### src/rtl/fir_mac_sequencer.sv
// Sequencer for a single-MAC FIR: writes each accepted sample into a circular
// delay line, walks TAPS coefficient/sample address pairs, and strobes the accumulator.
module fir_mac_sequencer #(
  parameter int TAPS   = 8,
  parameter int ADDR_W = 3
) (
  input  logic              clk,
  input  logic              rst,
  input  logic              sample_valid,
  output logic              sample_ready,
  input  logic              cfg_we,
  input  logic [ADDR_W-1:0] cfg_addr,
  output logic              cfg_ack,
  output logic              coef_we,
  output logic [ADDR_W-1:0] coef_addr,
  output logic              dl_we,
  output logic [ADDR_W-1:0] dl_waddr,
  output logic [ADDR_W-1:0] dl_raddr,
  output logic              acc_clr,
  output logic              acc_en,
  output logic              out_valid,
  output logic              busy
);

  // Handshake: a sample transfers in any cycle where sample_valid && sample_ready;
  // a cfg write transfers in the cycle cfg_ack is high, the requester holds cfg_we until then.
  typedef enum logic [1:0] {IDLE, RUN, DRAIN, DONE} state_t;

  localparam logic [ADDR_W-1:0] LAST   = ADDR_W'(TAPS - 1);
  localparam logic [ADDR_W:0]   TAPS_W = (ADDR_W + 1)'(TAPS);

  state_t            state_q, state_d;
  logic [ADDR_W-1:0] wptr_q, wptr_d;
  logic [ADDR_W-1:0] base_q, base_d;
  logic [ADDR_W-1:0] idx_q, idx_d;
  logic              acc_en_q, acc_en_d;
  logic              acc_clr_q, acc_clr_d;
  logic              accept;
  logic [ADDR_W:0]   diff;

  always_comb begin
    state_d      = state_q;
    wptr_d       = wptr_q;
    base_d       = base_q;
    idx_d        = idx_q;
    sample_ready = (state_q == IDLE) || (state_q == DONE);
    accept       = sample_ready && sample_valid;
    cfg_ack      = cfg_we && (state_q == IDLE) && !sample_valid;
    coef_we      = cfg_ack;
    dl_we        = accept;
    dl_waddr     = wptr_q;
    busy         = (state_q == RUN) || (state_q == DRAIN);
    out_valid    = (state_q == DONE);
    // RAM reads take one cycle, so the accumulator strobes trail RUN by one cycle.
    acc_en_d     = (state_q == RUN);
    acc_clr_d    = (state_q == RUN) && (idx_q == '0);
    coef_addr    = '0;
    dl_raddr     = '0;

    // Explicit modulo so TAPS need not be a power of two.
    if (base_q >= idx_q) diff = {1'b0, base_q} - {1'b0, idx_q};
    else                 diff = {1'b0, base_q} + TAPS_W - {1'b0, idx_q};

    case (state_q)
      IDLE, DONE: begin
        if (cfg_ack) coef_addr = cfg_addr;
        if (accept) begin
          base_d  = wptr_q;
          wptr_d  = (wptr_q == LAST) ? '0 : wptr_q + ADDR_W'(1);
          idx_d   = '0;
          state_d = RUN;
        end else if (state_q == DONE) begin
          state_d = IDLE;
        end
      end
      RUN: begin
        coef_addr = idx_q;
        dl_raddr  = diff[ADDR_W-1:0];
        if (idx_q == LAST) begin
          idx_d   = '0;
          state_d = DRAIN;
        end else begin
          idx_d = idx_q + ADDR_W'(1);
        end
      end
      DRAIN:   state_d = DONE;
      default: state_d = IDLE;
    endcase
  end

  always_ff @(posedge clk or posedge rst) begin
    if (rst) begin
      state_q   <= IDLE;
      wptr_q    <= '0;
      base_q    <= '0;
      idx_q     <= '0;
      acc_en_q  <= 1'b0;
      acc_clr_q <= 1'b0;
    end else begin
      state_q   <= state_d;
      wptr_q    <= wptr_d;
      base_q    <= base_d;
      idx_q     <= idx_d;
      acc_en_q  <= acc_en_d;
      acc_clr_q <= acc_clr_d;
    end
  end

  assign acc_en  = acc_en_q;
  assign acc_clr = acc_clr_q;

endmodule
### config.mk
export PLATFORM = sky130hd
export DESIGN_NAME = fir_mac_sequencer
export DESIGN_NICKNAME = d
export VERILOG_FILES = /design/src/rtl/fir_mac_sequencer.sv
export SDC_FILE = /design/constraint.sdc
export NUM_CORES = 1
export LEC_CHECK = 0
export ABC_AREA = 1
export ABC_CLOCK_PERIOD_IN_PS = 3470
export BUFFER_PORTS_ARGS = -buffer_cell sky130_fd_sc_hd__clkbuf_2
export CAP_MARGIN = 40
export CORE_MARGIN = 3
export CORE_UTILIZATION = 50
export CTS_BUF_LIST = sky130_fd_sc_hd__clkbuf_16
export DETAILED_ROUTE_END_ITERATION = 10
export PLACE_DENSITY_LB_ADDON = 0.05
export SLEW_MARGIN = 25
export SYNTH_ARGS = -nofsm -noshare
export SYNTH_HDL_FRONTEND = slang
export SYNTH_SLANG_ARGS = --single-unit
### constraint.sdc
create_clock -name clk -period 3.47 [get_ports clk]
set_input_delay 0.694 -clock clk [delete_from_list [all_inputs] [get_ports clk]]
set_output_delay 0.694 -clock clk [all_outputs]
set_load 0.02 [all_outputs]
After elaboration in Yosys (flattened, before gate mapping)
Index checks and enable logic that the tools add are counted.
{"block": "totals", "register_bits": 13, "out_inout_bits": 17, "elab_cells": 46}
{"block": "op_classes", "add_sub_neg": 5, "n_lt_le_gt_ge": 1, "n_eq_ne": 8, "n_mux": 12, "n_reduce_logical": 14}
{"operator": "2-to-1 mux 3 bit", "count": 6}
{"operator": "case mux 3 bit (2 select lines)", "count": 2}
{"operator": "adder 3 x 1 -> 3 bit, second input constant", "count": 3}
{"operator": "equality test 3 bit, second input constant", "count": 2}
{"operator": "2-to-1 mux 2 bit", "count": 3}
{"operator": "case mux 2 bit (3 select lines)", "count": 1}
{"operator": "AND reduction 2 bit", "count": 3}
{"operator": "subtractor 3 bit", "count": 2}
{"operator": "equality test 2 bit, second input constant", "count": 2}
{"operator": "logical AND 1 bit", "count": 4}
{"operator": ">= comparator 3 bit", "count": 1}
{"operator": "zero test 3 bit", "count": 1}
{"operator": "!= test 3 bit, second input constant", "count": 1}
{"operator": "equality test 2 x 1 -> 1 bit, second input constant", "count": 1}
{"operator": "zero test 2 bit", "count": 1}
{"operator": "logical OR 1 bit", "count": 2}
{"operator": "!= test 2 x 1 -> 1 bit, second input constant", "count": 1}
{"operator": "!= test 2 bit, second input constant", "count": 1}
{"operator": "nonzero test 2 bit", "count": 1}
{"operator": "OR reduction 2 bit", "count": 1}
{"operator": "zero test 1 bit", "count": 1}

Longest topological paths before layout
Gate-level depths: netlist of the first run.
{"block": "logic_depth", "word_depth": 5, "ltp_mapped": 8}

Least setup slack after synthesis of the first run
Ideal clock, no wire load.
{"block": "synth_timing", "path_type": "input-to-output", "from": "input port cfg_we", "to": "output port coef_addr[0]", "arrival_time_ns": 1.598, "required_time_ns": 2.776, "path_slack_ns": 1.178, "cell_stages": 4, "path_buffers": 0, "path_cell_list": "nand2_1 -> nor2_1 -> nand2_1 -> a21oi_1"}
{"block": "synth_between", "elab_chain_cells": 4}
{"item": "start, declared", "line": "11", "rtl": "input logic cfg_we,"}
{"item": "logical AND 1 bit (2 in series)", "line": "48", "rtl": "cfg_ack = cfg_we && (state_q == IDLE) && !sample_valid;"}
{"item": "via cfg_ack", "line": "13", "rtl": "output logic cfg_ack,"}
{"item": "2-to-1 mux 3 bit", "line": "66", "rtl": "if (cfg_ack) coef_addr = cfg_addr;"}
{"item": "case mux 3 bit (2 select lines)", "line": "64", "rtl": "case (state_q)"}
{"item": "end, declared", "line": "15", "rtl": "output logic [ADDR_W-1:0] coef_addr,"}
The timed path passes the listed nets, and every way through them passes these cells.

Worst setup path in the final report of the first run
{"block": "layout_timing", "from": "register state_q[0]", "to": "output port coef_addr[0]"}
{"block": "layout_between", "elab_chain_cells": 5, "word_cells_on_any_way": 8, "cone_classes": "2 x eq/ne; 2 x mux; 4 x reduce/logical"}
{"item": "start, declared", "line": "32", "rtl": "state_t state_q, state_d;"}
{"item": "start signal, assigned", "line": "100", "rtl": "state_q <= state_d;"}
{"item": "zero test 2 bit", "line": "48, 64"}
{"item": "logical AND 1 bit (2 in series)", "line": "48"}
{"item": "2-to-1 mux 3 bit", "line": "66"}
{"item": "case mux 3 bit (2 select lines) (*)", "line": "64"}
Mark *: on every way between the ends. The rest lies on a longest branch, timed or not.

==> results of run 1 <==
## cell usage in the layout (no fill, tap or decap), drive strengths merged
master,instances
o21bai,1
nand3,6
inv,23
o21ai,4
nand3b,1
a21oi,5
clkbuf,26
fa,1
nand2,34
dfrtp,13
ha,11
nor2,10
## logic make-up after synthesis
logic type / Yosys count / share of synthesized area
DFF: 13 / 0.376
AOI/OAI and AO/OA: 10 / 0.0650
and+or+nand+nor: 51 / 0.249
adders and majority gates: 12 / 0.182
buffers and inverters: 25 / 0.129
## power groups by stage
| stage | Combinational (W) | Sequential, W | Clock, W |
|---|---|---|---|
| 4_1_cts | 0.000565 | 0.000263 | 0.000215 |
| 2_1_floorplan | 0.000412 | 0.000289 | 0 |
| 5_1_grt | 0.000634 | 0.000272 | 0.000226 |
| 3_5_place_dp | 0.000563 | 0.000265 | 0 |
| 3_3_place_gp | 0.000546 | 0.000263 | 0 |
| 6_report | 0.000555 | 0.000262 | 0.000212 |
## synthesized netlist by cell type
library cell	instances	area share
buf_6	1	0.013
inv_1	20	0.087
nand3_1	6	0.035
inv_4	2	0.014
nand2_2	1	0.0072
o21bai_1	1	0.0087
fa_1	1	0.023
nor2_1	9	0.039
buf_2	1	0.0058
a21oi_2	1	0.010
o21ai_1	1	0.0058
nand2_4	1	0.013
nand3b_1	1	0.0087
dfrtp_1	13	0.38
nor2_2	1	0.0072
o21ai_0	3	0.017
nand2_1	32	0.14
a21oi_1	4	0.023
buf_4	1	0.0087
ha_1	11	0.16
## worst max-delay path, cell delays in order, from the launching register on
cell	delay (ns)
dfrtp_1	0.39
inv_1	0.10
ha_1	0.44
nor2_1	0.17
nand2_1	0.06
a21oi_1	0.13
clkbuf_2	0.18
## per-layer routing
layer	vias up	global-route usage	part of all wire
met5	-	0	0
met2	9	0.275	0.49
li1	384	-	-
met1	309	0.209	0.47
met4	0	0.0645	0.0061
met3	2	0.0714	0.032
## state kept, by name, indices dropped and copies added (netlist names)
signal    count
base_q        3
dl_waddr      3
idx_q         3
state_q       2
acc_clr       1
acc_en        1
## final cells by class
class / count / area share
Clock buffer: 3 / 0.0711
Clock inverter: 1 / 0.00355
Inverter: 22 / 0.0829
Multi-Input combinational cell: 73 / 0.406
Sequential cell: 13 / 0.308
Tap cell: 16 / 0.0190
Timing Repair Buffer: 23 / 0.109
## stage by stage
step | worst slack, ns | instance area, sq um | power (W)
global placement | 1.35 | 977 | 0.000809
finish | 1.06 | 1060 | 0.00103
CTS | 1.05 | 1060 | 0.00104
global route | 0.938 | 1060 | 0.00113
floorplan | 1.18 | 866 | 0.000701
detailed placement | 1.30 | 977 | 0.000828
## worst max-delay path by stage
stage	startpoint	endpoint	slack (ns)	cells past startpoint
floorplan	cfg_we	coef_addr[0]	1.18	4
global placement	state_q[0]	coef_addr[2]	1.35	6
detailed placement	sample_valid	coef_addr[1]	1.30	5
CTS	state_q[0]	coef_addr[0]	1.05	6
global route	state_q[0]	coef_addr[0]	0.94	6
finish	state_q[0]	coef_addr[0]	1.06	6
==> flow_summary.toml, run 1 <==
[place]
io_buffers = 23
hpwl_mm = 1.33
dp_cells = 147
routabilityCongestion = 0.723

[pwr]
internal_power_w = 0.000550
p_clk_frac = 0.206
powerDensity_nw_per_um2 = 974
p_leak_nw = 0.628
power_frac_comb = 0.539
seqPwrFrac = 0.255
netSwitchingFraction = 0.466
vdd_ir_drop_max_mv = 0.598
p_switching_w = 0.000479

[timing]
period_share = 0.695
rsz0062_at_grt = "no"
tightestPinTransition_ns = 0.492
skew_ns = 0.00246
clock.fmax_mhz = 415
finalSetupTns_ns = 0
slew_headroom = 0.671
min_period_ns = 2.41
report.final.slew_viol_count = 0
holdWs_ns = 0.452
hold_viol_final = 0
setup_viol = 0

[floorplan]
rows = 14
dieArea_sq_um = 2270
dieHeight_microns = 47.6
start_util = 0.555
pin_count = 24
dieWidth_microns = 47.6
core-area_sq_um = 1560

[cts]
insertion_delay_ns = 0.24
htree_levels = 1
post-cts-setup-buffer-count = 0
tritoncts = "built"
cts_hold_buf = 0
ctsResizeCount = 0
cts_root_buf = "clkbuf_16"
cts_sinks = 13
clk_pin_slew_ns = 0.05
clockBufferDepth = 2
numCtsBuffers = 3

[global_routing]
grt_pass1_wl_mm = 2.63
antenna_found_initial = 0
grt_use_total = 0.173
grt_pass1_vias = 632
grt_max_degree = 14
overflow = 0

[route]
firstDrtPassIters = 3
vias = 704
routed_wl_mm = 1.63
avgViaCountPerCell = 4.66
final_antenna_net_count = 0
drc = 0
routedWlPerCell_microns = 10.8
drt_iter0_drc = 5

[setup_path]
path_class = "flop to primary output"
arrival_ns = 1.72
r2r_start = "state_q[0]"
start_kind = "flop"
crit_fanout = 9
regToRegEndpoint = "idx_q[1]"
cp_data_required_time_ns = 2.78
cp-end-kind = "primary output"
r2r_slack_ns = 1.95
r2r_cells = 7

[synthesis]
ys_ff_latch = 13
seq_area_frac_synth = 0.376
ys_types = 20
synthCells = 111
syn_area_sq_um = 866
yosysWarnings = 0
syn_avg_cell_area_sq_um = 7.80
syn_nets = 130

[final_layout]
fillers = 130
diodes = 0
multi_input_area_sq_um = 429
drive_above_1_share = 0.237
nets = 155
finalNonFillerCells = 151
area_growth_pct = 22.0
register_area_sq_um = 325
fin_util = 0.677

[job]
cap_violations = 0

[worst_hold_path]
hp-class = "input port to async pin"

[status]
status = "completed"
No activity file was read; power rests on OpenSTA's default activity.
==> inputs of run 2 (changes only) <==
- ABC_CLOCK_PERIOD_IN_PS: 3470 -> 2400
- clock period: 3.47 -> 2.4 ns (I/O delays scaled with it)
==> run 2 against run 1 <==
Against the previous run: utilization unchanged; setup slack got worse by 0.84 ns; sequential cell count unchanged; critical path depth unchanged; combinational power increased by 48%; design area unchanged; hold slack got worse by 0.21 ns; routed wire length increased by 13%; first-iteration DRC count increased by 100%; clock skew decreased by 0.0016 ns; final cell count unchanged; non-clock buffer count unchanged.
==> flow_summary.toml, run 2 (same netlist as run 1, synthesis figures left out) <==
[status]
status = "completed"

[setup_path]
r2r_cells = 7
path_class = "flop to primary output"
cp-end-kind = "primary output"
r2r_slack_ns = 0.87
arrival_ns = 1.71
cp_data_required_time_ns = 1.92
start_kind = "flop"
crit_fanout = 9

[job]
cap_violations = 0

[global_routing]
antenna_found_initial = 0
grt_use_total = 0.191
grt_pass1_wl_mm = 3.04
overflow = 0
grt_max_degree = 14
grt_pass1_vias = 680

[cts]
post-cts-setup-buffer-count = 0
cts_hold_buf = 0
cts_sinks = 13
insertion_delay_ns = 0.24
numCtsBuffers = 3
ctsResizeCount = 0
cts_root_buf = "clkbuf_16"
tritoncts = "built"
clk_pin_slew_ns = 0.04
clockBufferDepth = 2
htree_levels = 1

[timing]
skew_ns = 0.000893
setup_viol = 0
finalSetupTns_ns = 0
min_period_ns = 2.19
report.final.slew_viol_count = 0
hold_viol_final = 0
rsz0062_at_grt = "no"
tightestPinTransition_ns = 0.495
slew_headroom = 0.670
clock.fmax_mhz = 457
period_share = 0.911

[route]
vias = 730
final_antenna_net_count = 0
drc = 0
drt_iter0_drc = 10
routedWlPerCell_microns = 12.2
firstDrtPassIters = 4
routed_wl_mm = 1.84
avgViaCountPerCell = 4.83

[final_layout]
area_growth_pct = 22.0
nets = 155
fin_util = 0.677
layout_common_cells = "32 x nand2_1, 23 x clkbuf_2, 21 x inv_1"
diodes = 0
drive_above_1_share = 0.237
layout_commonest_cell = "nand2_1"

[floorplan]
rows = 14
dieWidth_microns = 47.6
start_util = 0.555
core-area_sq_um = 1560
pin_count = 24
dieArea_sq_um = 2270
dieHeight_microns = 47.6

[worst_hold_path]
hp-class = "input port to async pin"

[place]
io_buffers = 23
hpwl_mm = 1.40
routabilityCongestion = 0.744

[pwr]
p_leak_nw = 0.628
power_w = 0.00152
vdd_ir_drop_max_mv = 0.740
powerDensity_nw_per_um2 = 1440
## run 2: cell counts in the layout (fill, tap and decap cells not counted)
Identical to the previous run, type by type.
## run 2: path summary, 6_finish.rpt
kind | from | endpoint
setup / recovery | state_q[0] | coef_addr[2]
hold / removal | rst | state_q[0]
setup reg to reg | state_q[0] | dl_waddr[1]
hold reg to reg | base_q[0] | base_q[0]
max in group asynchronous | rst | dl_waddr[2]
min in group clk | base_q[0] | base_q[0]
## run 2: layout make-up
cell class	count	area, sq um
timing repair buffer	23	115
inverter	22	87.6
multi-input combinational	73	429
clock inverter	1	3.75
clock buffer	3	75.1
tap	16	20.0
sequential	13	325
fill	131	503
## run 2: per-layer routing
metal	GRT usage	up-vias	wire, microns
li1	-	388	-
met1	0.220	329	767
met2	0.353	11	1010
met3	0.0564	2	55
met4	0.0323	0	4
met5	0	-	0
## run 2: power by group
group | switching [W] | internal [W]
logic | 0.000554 | 0.000269
clock network | 0.0000874 | 0.000219
registers | 0.0000752 | 0.000311
## run 2: stage by stage
stage	worst slack [ns]	area [sq um]	hold WS (ns)	std cells
final	0.214	1060	0.239	151
after global routing	0.0581	1060	0.282	151
after CTS	0.199	1060	0.258	151
after detailed placement	0.461	977	0.514	147
after global placement	0.525	977	0.501	147
after floorplan	0.389	866	0.357	111
## run 2: critical path, stage by stage, from the launching register on
cell and delay [ns]:
dfrtp_1 0.40, inv_1 0.10, ha_1 0.44, nor2_1 0.16
nand2_1 0.06, a21oi_1 0.13, clkbuf_2 0.18
